===== src/rtl/cw_golomb_bitstream_dec_pkg.sv =====
// Shared types and helpers for the constant-weight Golomb bitstream decoder.
// Holds the FSM state encoding, default widths and the u saturation helper.
package cw_dec_pkg;

    localparam int CW_W_DEF = 11;
    localparam int U_W_DEF  = 4;

    typedef enum logic [2:0] {
        ST_IDLE = 3'd0,
        ST_LOAD = 3'd1,
        ST_QUOT = 3'd2,
        ST_SEP  = 3'd3,
        ST_REM  = 3'd4,
        ST_DONE = 3'd5
    } state_t;

    // A remainder can never be wider than the delta symbol itself.
    function automatic int unsigned sat_u(input int unsigned u, input int unsigned cw_w = CW_W_DEF);
        return (u > cw_w) ? cw_w : u;
    endfunction

endpackage


===== src/rtl/cw_golomb_bitstream_dec_sym_buf.sv =====
// Symbol buffer: simple dual-port RAM, one write port, one registered read port.
// A read of the address being written returns the new word (write-first).
module cw_sym_buf #(
    parameter int W     = 15,
    parameter int DEPTH = 32,
    parameter int PTR_W = 5
) (
    input  logic             clk,
    input  logic             i_wr_en,
    input  logic [PTR_W-1:0] i_wr_addr,
    input  logic [W-1:0]     i_wr_data,
    input  logic [PTR_W-1:0] i_rd_addr,
    output logic [W-1:0]     o_rd_data
);

    logic [W-1:0] r_mem [DEPTH];
    logic [W-1:0] r_rd_data;

    // Write port
    always_ff @(posedge clk) begin
        if (i_wr_en) begin
            r_mem[i_wr_addr] <= i_wr_data;
        end
    end

    // Registered read; bypass lets a same-cycle write+start read symbol 0 correctly
    always_ff @(posedge clk) begin
        if (i_wr_en && (i_wr_addr == i_rd_addr)) begin
            r_rd_data <= i_wr_data;
        end else begin
            r_rd_data <= r_mem[i_rd_addr];
        end
    end

    assign o_rd_data = r_rd_data;

endmodule


===== src/rtl/cw_golomb_bitstream_dec.sv =====
// Constant-weight Golomb bitstream decoder: buffers (u, delta) symbols and emits
// floor(delta/2^u) ones, a zero, then the u low bits of delta on a valid/ready stream.
module cw_golomb_bitstream_dec
    import cw_dec_pkg::*;
#(
    parameter int CW_W  = CW_W_DEF,
    parameter int U_W   = U_W_DEF,
    parameter int DEPTH = 32,
    parameter int PTR_W = 5
) (
    input  logic            clk,
    input  logic            rst_b,
    input  logic            wr_en,
    input  logic [CW_W-1:0] msg_byte,
    input  logic [U_W-1:0]  u_in,
    input  logic            start,
    input  logic            bin_ready,
    output logic            bin_msg,
    output logic            msg_rdy,
    output logic            msg_done,
    output logic            busy,
    output logic            full,
    output logic            err_ovf
);

    localparam int K_W = $clog2(CW_W + 1);
    localparam int E_W = U_W + CW_W;

    state_t             r_state, w_state_nxt, w_sym_state;
    logic [PTR_W-1:0]   r_wr_ptr, w_wr_ptr_nxt, r_rd_ptr, w_rd_ptr_nxt, w_sym_rd_ptr;
    logic [PTR_W:0]     r_count, w_count_nxt, w_cnt_wr;
    logic [CW_W-1:0]    r_q, w_q_nxt, r_rem, w_rem_nxt, w_mask, w_rem_shift;
    logic [K_W-1:0]     r_us, w_us_nxt, r_k, w_k_nxt, w_load_us, w_idx;
    logic [E_W-1:0]     w_rd_data;
    logic [U_W-1:0]     w_rd_u;
    logic [CW_W-1:0]    w_rd_d;
    logic               r_bin_msg, r_msg_rdy, r_msg_done, r_busy, r_full, r_err_ovf;
    logic               w_full, w_wr_ok, w_acc, w_last_sym, w_bit_nxt, w_ovf_nxt;

    cw_sym_buf #(
        .W     (E_W),
        .DEPTH (DEPTH),
        .PTR_W (PTR_W)
    ) u_sym_buf (
        .clk       (clk),
        .i_wr_en   (w_wr_ok),
        .i_wr_addr (r_wr_ptr),
        .i_wr_data ({u_in, msg_byte}),
        .i_rd_addr (w_rd_ptr_nxt),
        .o_rd_data (w_rd_data)
    );

    assign w_full     = (r_count == (PTR_W+1)'(DEPTH));
    assign w_wr_ok    = wr_en && (r_state == ST_IDLE) && !w_full;
    assign w_ovf_nxt  = r_err_ovf | (wr_en && (r_state == ST_IDLE) && w_full);
    assign w_acc      = r_msg_rdy && bin_ready;
    assign w_last_sym = (({1'b0, r_rd_ptr} + (PTR_W+1)'(1)) == r_count);
    assign {w_rd_u, w_rd_d} = w_rd_data;
    assign w_load_us  = K_W'(sat_u(32'(w_rd_u), CW_W));
    // All-ones when u_s == CW_W because the shifted 1 falls off the top
    assign w_mask     = (CW_W'(1) << w_load_us) - CW_W'(1);
    assign w_sym_state  = w_last_sym ? ST_DONE : ST_LOAD;
    assign w_sym_rd_ptr = w_last_sym ? r_rd_ptr : (r_rd_ptr + PTR_W'(1));

    // Next-state, pointer and per-symbol counter logic
    always_comb begin
        w_state_nxt  = r_state;
        w_wr_ptr_nxt = r_wr_ptr;
        w_rd_ptr_nxt = r_rd_ptr;
        w_q_nxt      = r_q;
        w_rem_nxt    = r_rem;
        w_us_nxt     = r_us;
        w_k_nxt      = r_k;
        w_cnt_wr     = r_count;
        if (w_wr_ok) begin
            w_cnt_wr     = r_count + (PTR_W+1)'(1);
            w_wr_ptr_nxt = r_wr_ptr + PTR_W'(1);
        end else begin
            w_cnt_wr     = r_count;
        end
        w_count_nxt = w_cnt_wr;
        case (r_state)
            ST_IDLE: begin
                if (start) begin
                    w_rd_ptr_nxt = PTR_W'(0);
                    w_state_nxt  = (w_cnt_wr != (PTR_W+1)'(0)) ? ST_LOAD : ST_DONE;
                end else begin
                    w_state_nxt  = ST_IDLE;
                end
            end
            ST_LOAD: begin
                w_us_nxt    = w_load_us;
                w_q_nxt     = w_rd_d >> w_load_us;
                w_rem_nxt   = w_rd_d & w_mask;
                w_k_nxt     = K_W'(0);
                w_state_nxt = ((w_rd_d >> w_load_us) != CW_W'(0)) ? ST_QUOT : ST_SEP;
            end
            ST_QUOT: begin
                if (w_acc) begin
                    w_q_nxt     = r_q - CW_W'(1);
                    w_state_nxt = (r_q == CW_W'(1)) ? ST_SEP : ST_QUOT;
                end else begin
                    w_state_nxt = ST_QUOT;
                end
            end
            ST_SEP: begin
                if (w_acc && (r_us != K_W'(0))) begin
                    w_k_nxt     = K_W'(0);
                    w_state_nxt = ST_REM;
                end else if (w_acc) begin
                    w_rd_ptr_nxt = w_sym_rd_ptr;
                    w_state_nxt  = w_sym_state;
                end else begin
                    w_state_nxt  = ST_SEP;
                end
            end
            ST_REM: begin
                if (w_acc && (r_k == (r_us - K_W'(1)))) begin
                    w_rd_ptr_nxt = w_sym_rd_ptr;
                    w_state_nxt  = w_sym_state;
                end else if (w_acc) begin
                    w_k_nxt      = r_k + K_W'(1);
                end else begin
                    w_state_nxt  = ST_REM;
                end
            end
            ST_DONE: begin
                w_state_nxt  = ST_IDLE;
                w_wr_ptr_nxt = PTR_W'(0);
                w_rd_ptr_nxt = PTR_W'(0);
                w_count_nxt  = (PTR_W+1)'(0);
            end
            default: begin
                w_state_nxt  = ST_IDLE;
            end
        endcase
    end

    assign w_idx       = w_us_nxt - K_W'(1) - w_k_nxt;
    assign w_rem_shift = w_rem_nxt >> w_idx;

    // Bit value presented on the stream in the coming cycle
    always_comb begin
        w_bit_nxt = 1'b0;
        case (w_state_nxt)
            ST_QUOT: w_bit_nxt = 1'b1;
            ST_REM:  w_bit_nxt = w_rem_shift[0];
            default: w_bit_nxt = 1'b0;
        endcase
    end

    // State, datapath and registered output update
    always_ff @(posedge clk) begin
        if (rst_b) begin
            r_state    <= ST_IDLE;
            r_wr_ptr   <= PTR_W'(0);
            r_rd_ptr   <= PTR_W'(0);
            r_count    <= (PTR_W+1)'(0);
            r_q        <= CW_W'(0);
            r_rem      <= CW_W'(0);
            r_us       <= K_W'(0);
            r_k        <= K_W'(0);
            r_bin_msg  <= 1'b0;
            r_msg_rdy  <= 1'b0;
            r_msg_done <= 1'b0;
            r_busy     <= 1'b0;
            r_full     <= 1'b0;
            r_err_ovf  <= 1'b0;
        end else begin
            r_state    <= w_state_nxt;
            r_wr_ptr   <= w_wr_ptr_nxt;
            r_rd_ptr   <= w_rd_ptr_nxt;
            r_count    <= w_count_nxt;
            r_q        <= w_q_nxt;
            r_rem      <= w_rem_nxt;
            r_us       <= w_us_nxt;
            r_k        <= w_k_nxt;
            r_bin_msg  <= w_bit_nxt;
            r_msg_rdy  <= (w_state_nxt == ST_QUOT) || (w_state_nxt == ST_SEP) || (w_state_nxt == ST_REM);
            r_msg_done <= (w_state_nxt == ST_DONE);
            r_busy     <= (w_state_nxt == ST_LOAD) || (w_state_nxt == ST_QUOT) ||
                          (w_state_nxt == ST_SEP)  || (w_state_nxt == ST_REM);
            r_full     <= (w_count_nxt == (PTR_W+1)'(DEPTH));
            r_err_ovf  <= w_ovf_nxt;
        end
    end

    assign bin_msg  = r_bin_msg;
    assign msg_rdy  = r_msg_rdy;
    assign msg_done = r_msg_done;
    assign busy     = r_busy;
    assign full     = r_full;
    assign err_ovf  = r_err_ovf;

endmodule


===== config.mk =====
export PLATFORM = sky130hd
export DESIGN_NAME = cw_golomb_bitstream_dec
export DESIGN_NICKNAME = d
export VERILOG_FILES = /design/src/rtl/cw_golomb_bitstream_dec_pkg.sv /design/src/rtl/cw_golomb_bitstream_dec_sym_buf.sv /design/src/rtl/cw_golomb_bitstream_dec.sv
export SDC_FILE = /design/constraint.sdc
export NUM_CORES = 1
export LEC_CHECK = 0
export ABC_CLOCK_PERIOD_IN_PS = 6300
export CAP_MARGIN = 20
export CORE_MARGIN = 4
export CORE_UTILIZATION = 43
export CTS_CLUSTER_SIZE = 16
export DETAILED_ROUTE_END_ITERATION = 8
export MAX_ROUTING_LAYER = met4
export SLEW_MARGIN = 20
export SYNTH_ARGS = -nofsm -noshare
export SYNTH_HDL_FRONTEND = slang
export SYNTH_SLANG_ARGS = --single-unit

===== constraint.sdc =====
create_clock -name clk -period 6.3 [get_ports clk]
set_input_delay 1.26 -clock clk [delete_from_list [all_inputs] [get_ports clk]]
set_output_delay 1.26 -clock clk [all_outputs]
set_load 0.02 [all_outputs]

==> results of run 1 <==
layout make-up:
class	instances	share of cell area, %
flip-flops and latches	540	60.4
multi-input cells	726	25.7
clock buffers	67	5.75
well taps	680	3.29
repair buffers	88	2.71
clock inverters	40	1.87
inverters	19	0.276
diodes	1	0.00968
where the power goes:
part	leakage, nW	switching, W	internal [W]
registers	4.81	0.0000482	0.00397
clock network	0.962	0.00140	0.00210
logic	2.42	0.000578	0.000299
worst max path at each step:
stage | start | end | depth (start not counted)
final | register | bin_msg$_SDFF_PP0_ | 16
after global routing | register | bin_msg$_SDFF_PP0_ | 16
after CTS | register | bin_msg$_SDFF_PP0_ | 15
after detailed placement | register | bin_msg$_SDFF_PP0_ | 15
after global placement | register | bin_msg$_SDFF_PP0_ | 15
after floorplan | register | bin_msg$_SDFF_PP0_ | 19
stage by stage:
| step | area, sq um | power [W] | std cells |
|---|---|---|---|
| after floorplan | 22700 | 0.00466 | 1362 |
| after global placement | 23900 | 0.00496 | 2052 |
| after detailed placement | 23900 | 0.00496 | 2052 |
| after CTS | 25900 | 0.00847 | 2159 |
| after global routing | 25900 | 0.00871 | 2161 |
| final | 25900 | 0.00840 | 2161 |
state kept, by name, indices dropped and copies added, names as in the netlist, 3 cells and up, named ones only:
name             cells
r_count              6
r_rd_ptr             5
r_us                 4
r_q                 11
r_state              3
r_wr_ptr             5
u_sym_buf.r_mem    480
r_rem               11
r_k                  4
cells in the final DEF (no fill, tap or decap), types with 28 or more instances in the layout:
master / instances
a21oi_1: 35
buf_4: 62
clkbuf_16: 58
dfxtp_1: 57
edfxtp_1: 480
mux2i_1: 28
mux4_2: 127
nand2_1: 74
nor2_1: 103
o21ai_0: 37
metal layers:
| layer | GRT usage [%] | up-vias |
|---|---|---|
| li1 | - | 5637 |
| met1 | 27.7 | 6696 |
| met2 | 32.2 | 434 |
| met3 | 2.98 | 90 |
| met4 | 5.86 | 0 |
| met5 | - | - |
cells by family after synthesis:
kind of cell / share of synthesized area, %
flip-flops: 68.9
adder cells (fa/ha/maj): 0.917
AND/OR/NAND/NOR: 6.80
multiplexers: 14.3
AO/OA/AOI/OAI: 6.16
buffers and inverters: 1.98
XOR/XNOR: 0.873
tightest hold or removal path, stage by stage, from the launching register on:
cell and delay [ns]:
dfxtp_1 0.31, inv_1 0.05, a21oi_1 0.05
==> metrics, run 1 <==
min Tclk post-route 5.49 ns; Main synth FF type edfxtp_1; first-pass GRT wire length 83700 um; Slew Viols, Final 0; multi-input gate area in the final layout 0.00663 sq mm; Hold Crit Class reg2reg; reg-to-reg endpoint bin_msg$_SDFF_PP0_; CTS buffer count 57; slowest stage cell, crit path dfxtp_4; Initial Util 43.8%; Core Area 0.0517 sq mm; unrepaired setup endpoints after global routing false; share of layout cells above drive strength 1 21.7%; LEAKAGE 8.19 nW; Std-Cell Rows 83; hold slack 0.455 ns; Chip Width 238 um; post-synth cell types 81; Setup Buffers After CTS 0; area share of the largest cell type after synthesis 63.6%; number of global-route vias before repair 12700; outcome complete, no violations; Yosys top cell by area edfxtp_1; worst path buffer plus inverter count 2; reg2reg path depth 16; gr ovfl total 0; Area contributors post-synth edfxtp_1 (64%), mux4_2 (13%), dfxtp_1 (5.3%); Die Span Y 238 um; synth warn 0; sequential cell area 0.0156 sq mm; critical path type reg2reg; WL met1 24200 um; Clock Tree Root clkbuf_16; IO Port Bufs 25; min-delay src err_ovf$_SDFF_PP0_; HPWL after DPL 34700 um; total track usage 20.3%; Critical Path RT 6.77 ns; final core occ 50.0%; RePlAce Congestion 0.880; crit-path max cell delay 0.77 ns; Skew-Pair Late Insertion Delay 0.63 ns; clk sinks 540; hold buffer count at cts 0; delay-heaviest family, CP multiplexers; drt wl/cell 26.0 um; critical path arrival 5.96 ns; largest net degree at the start of global routing 61; FF+latch count, synth 540; Max clock buf depth 3; Max-slew headroom 23.1%; Final nets 1468; synthesized area per cell 16.6 sq um; initial antenna violation count 2; DRC errors left 0; cell mode on critical path nand2_1; DRT antenna net count 0; crit-path cells buf_12, mux4_2, mux4_2, mux2_2, nand2_1, nand2_1, nand2_1, o21ai_0, fa_1, inv_1, a31oi_1, o41ai_1, a311oi_1, o211ai_1, o211ai_1, a311oi_1; Met3 Routed Length 3390 um; Hold Path Depth 2; total wire length 56100 um; crit path setup slack, layout 0.812 ns; die area 0.0564 sq mm; Setup Viol. Count Final 0; crit path launch type register; Post-CTS Resized 0; 1st-pass router iterations 5; uppermost routed layer met4; Layout Area Growth over Synthesis 14.1%; Max Cap Violations 0; worst-path fanout max 31; critical path endpoint category register; Final Hold Viols 0; # fillers 4298; Seq/Total Area, Yosys 68.9%; pwr/cell area 325 mW/mm^2; Max VDD drop 244 uV; syn nets 1398; Post-synth EDFFs 480; Worst-path clk slew 0.06 ns; Post-synth ARST share 0%; DR WL met2 27000 um; Worst-Margin Slew 1.12 ns; dominant cell by count in the synthesized netlist edfxtp_1; synth cell count leaders edfxtp_1 (480), mux4_2 (127), nor2_1 (115); Fin Setup TNS 0 ns; Post-Syn Area 0.0227 sq mm; CTS tree done; DRT iter0 DRCs 1368; Place WS 0.825 ns; reg2reg setup slack 0.81 ns; DR vias/cell 5.95; I/O pin count 26; # H-tree levels 2; Worst Skew 0.0483 ns; Mapped Cells 1362; Fmax 0.182 GHz; Tcrit/Tclk final 87.1%; Hold Path End err_ovf$_SDFF_PP0_; vias post-DR 12900
No activity file was read; power rests on OpenSTA's default activity.
==> run 2, diff against run 1 <==
- CORE_UTILIZATION: 43 -> 40
- CTS_CLUSTER_SIZE: 16 -> 8
==> run 2 against run 1 <==
Effect of this change:
- cell area grew 0.86%
- clock skew shrank 0.021 ns
- sequential share of layout area is 0.51 points lower
- first-iteration DRC count down 3.7%
- clock-buffer cell count rose by 27
- sequential power about the same
- hold slack lost 0.012 ns
- clock power up 7.1%
- via count increased by 0.35%
- cell count increased by 2.7%
- largest cell class unchanged
- largest power group unchanged
==> metrics, run 2 (synthesis gave the netlist of run 1 again) <==
Slew Viols, Final 0 (unchanged); max reg flops 480 (unchanged); Worst Skew 0.0274 ns (-0.0209 ns); min Tclk post-route 5.51 ns (+0.0254 ns); share of layout cells above drive strength 1 22.2% (+0.56 points); vias post-DR 12900 (+0.35%); min-delay src err_ovf$_SDFF_PP0_; total wire length 56500 um (+0.65%); Max VDD drop 259 uV (+6.3%); Place WS 0.811 ns (-0.0142 ns); Fin Setup TNS 0 ns (unchanged); critical path arrival 5.94 ns (-0.02 ns); Hold Path Depth 2 (unchanged); critical path type reg2reg; crit path setup slack, layout 0.786 ns (-0.0254 ns); RePlAce Congestion 0.851 (-3.3%); 1st-pass router iterations 5 (unchanged); most frequent cells in the layout edfxtp_1 (480), mux4_2 (127), nor2_1 (97); DRT antenna net count 0 (unchanged); Max Cap Violations 0 (unchanged); reg2reg path depth 15 (-1); Layout Area Growth over Synthesis 15.1%; DR WL met2 26700 um (-1.2%); placed instance count 2118 (+3.2%); final core occ 46.9% (-3.1 points); Critical Path RT 6.73 ns (-0.04 ns); hold buffer count at cts 0 (unchanged); drt wl/cell 25.5 um (-2.0%); die area 0.0605 sq mm (+7.2%); crit path launch type register; I/O pin count 26 (unchanged); critical path endpoint category register; Worst-path clk slew 0.05 ns (about the same); Top reg by flops u_sym_buf.r_mem; Fmax 0.181 GHz (-0.46%); reg-to-reg endpoint bin_msg$_SDFF_PP0_; WL met1 24700 um (+2.0%); # fillers 4770 (+11%); top flop regs u_sym_buf.r_mem x480, r_q x11, r_rem x11; Hold Crit Class reg2reg; Clock Tree Root clkbuf_16; Hold Path End err_ovf$_SDFF_PP0_; Std-Cell Rows 86 (+3.6%); initial antenna violation count 2 (unchanged); Final nets 1485 (+1.2%); Non-Filler Instances 2219 (+2.7%); # H-tree levels 3 (+1); Core Area 0.0556 sq mm (+7.6%); DRC errors left 0 (unchanged); Post-CTS Resized 0 (unchanged); worst-path fanout max 48 (+55%); Initial Util 40.7% (-3.1 points); Met3 Routed Length 3320 um (-2.2%); Worst-Margin Slew 1.09 ns (-0.0301 ns); first-pass GRT wire length 84500 um (+0.94%); gr ovfl total 0 (unchanged); outcome complete, no violations; unrepaired setup endpoints after global routing false; total track usage 19.3% (-0.98 points); DRT iter0 DRCs 1318 (-3.7%); CTS tree done; DR vias/cell 5.81 (-2.3%); most common cell after layout, fill and taps aside edfxtp_1; CTS buffer count 77 (+35%); Die Span Y 246 um (+3.6%); reg2reg setup slack 0.79 ns (-0.03 ns); number of global-route vias before repair 12800 (+1.5%); LEAKAGE 8.26 nW (+0.80%); Skew-Pair Late Insertion Delay 0.61 ns (-0.02 ns); pwr/cell area 332 mW/mm^2 (+2.3%); uppermost routed layer met4; Setup Buffers After CTS 0 (unchanged); Max clock buf depth 3 (unchanged); Tcrit/Tclk final 87.5% (+0.40 points); clk sinks 540 (unchanged); Setup Viol. Count Final 0 (unchanged); Max-slew headroom 27.2% (+4.1 points); largest net degree at the start of global routing 70 (+15%); Chip Width 246 um (+3.6%); Final Hold Viols 0 (unchanged); Power Total 0.00866 W (+3.1%); HPWL after DPL 34000 um (-1.9%); IO Port Bufs 25 (unchanged)
## run 2: cell types whose count changed in the layout (fill, tap and decap cells not counted), sizes merged
cell           before  now
clkdlybuf4s50      18   15
clkinv             27    2
inv                20   22
clkbuf             67   94
bufinv             10    1
clkinvlp            2    0
## run 2: stage by stage
stage / hold slack, ns / instance area [sq um]
3_3_place_gp: 0.441 / 24000
3_5_place_dp: 0.441 / 24000
4_1_cts: 0.448 / 26100
2_1_floorplan: 0.441 / 22700
6_report: 0.443 / 26100
5_1_grt: 0.471 / 26100
## run 2: worst max-delay path, stage by stage (launching register included)
cell,delay [ns]
dfxtp_4,0.95
mux4_2,0.60
mux4_2,0.52
mux2_2,0.51
nand2_1,0.26
nand2_1,0.15
nand2_1,0.10
o21ai_0,0.17
fa_1,0.74
inv_1,0.17
a31oi_1,0.24
o41ai_1,0.13
a311oi_1,0.33
o211ai_1,0.15
o211ai_1,0.12
a311oi_1,0.10
## run 2: layer usage
layer  track usage (%)  vias up
met5                 -        -
met4              6.27        0
met3              3.49      105
met2              29.3      492
met1              26.8     6683
li1                  -     5622
## run 2: cell type report
| class | count | area [sq um] | share of cell area [%] |
|---|---|---|---|
| timing repair buffer | 85 | 651 | 2.50 |
| clock inverter | 6 | 118 | 0.451 |
| clock buffer | 94 | 2030 | 7.80 |
| sequential | 540 | 15600 | 59.9 |
| tap | 748 | 936 | 3.59 |
| inverter | 19 | 71.3 | 0.274 |
| antenna | 1 | 2.50 | 0.00960 |
| multi-input combinational | 726 | 6640 | 25.5 |
## run 2: how the worst max path moves through the flow
stage                     startpoint                  to  slack [ns]
after floorplan             register  bin_msg$_SDFF_PP0_        1.75
after global placement      register  bin_msg$_SDFF_PP0_        0.85
after detailed placement    register  bin_msg$_SDFF_PP0_        0.81
after CTS                   register  bin_msg$_SDFF_PP0_        0.76
after global routing        register  bin_msg$_SDFF_PP0_        0.43
final                       register  bin_msg$_SDFF_PP0_        0.79
## run 2: power breakdown
group          total (W)  leakage (nW)  internal (W)  switching (W)
clock network    0.00375          1.05       0.00229        0.00146
registers        0.00403          4.81       0.00398      0.0000497
logic           0.000888          2.41      0.000299       0.000589
total            0.00866          8.26       0.00657        0.00210
==> run 3, diff against run 2 <==
- SETUP_SLACK_MARGIN: default -> 0.15
==> results of run 3 <==
Same layout as run 2: the final DEF is identical, and so are final timing and power.
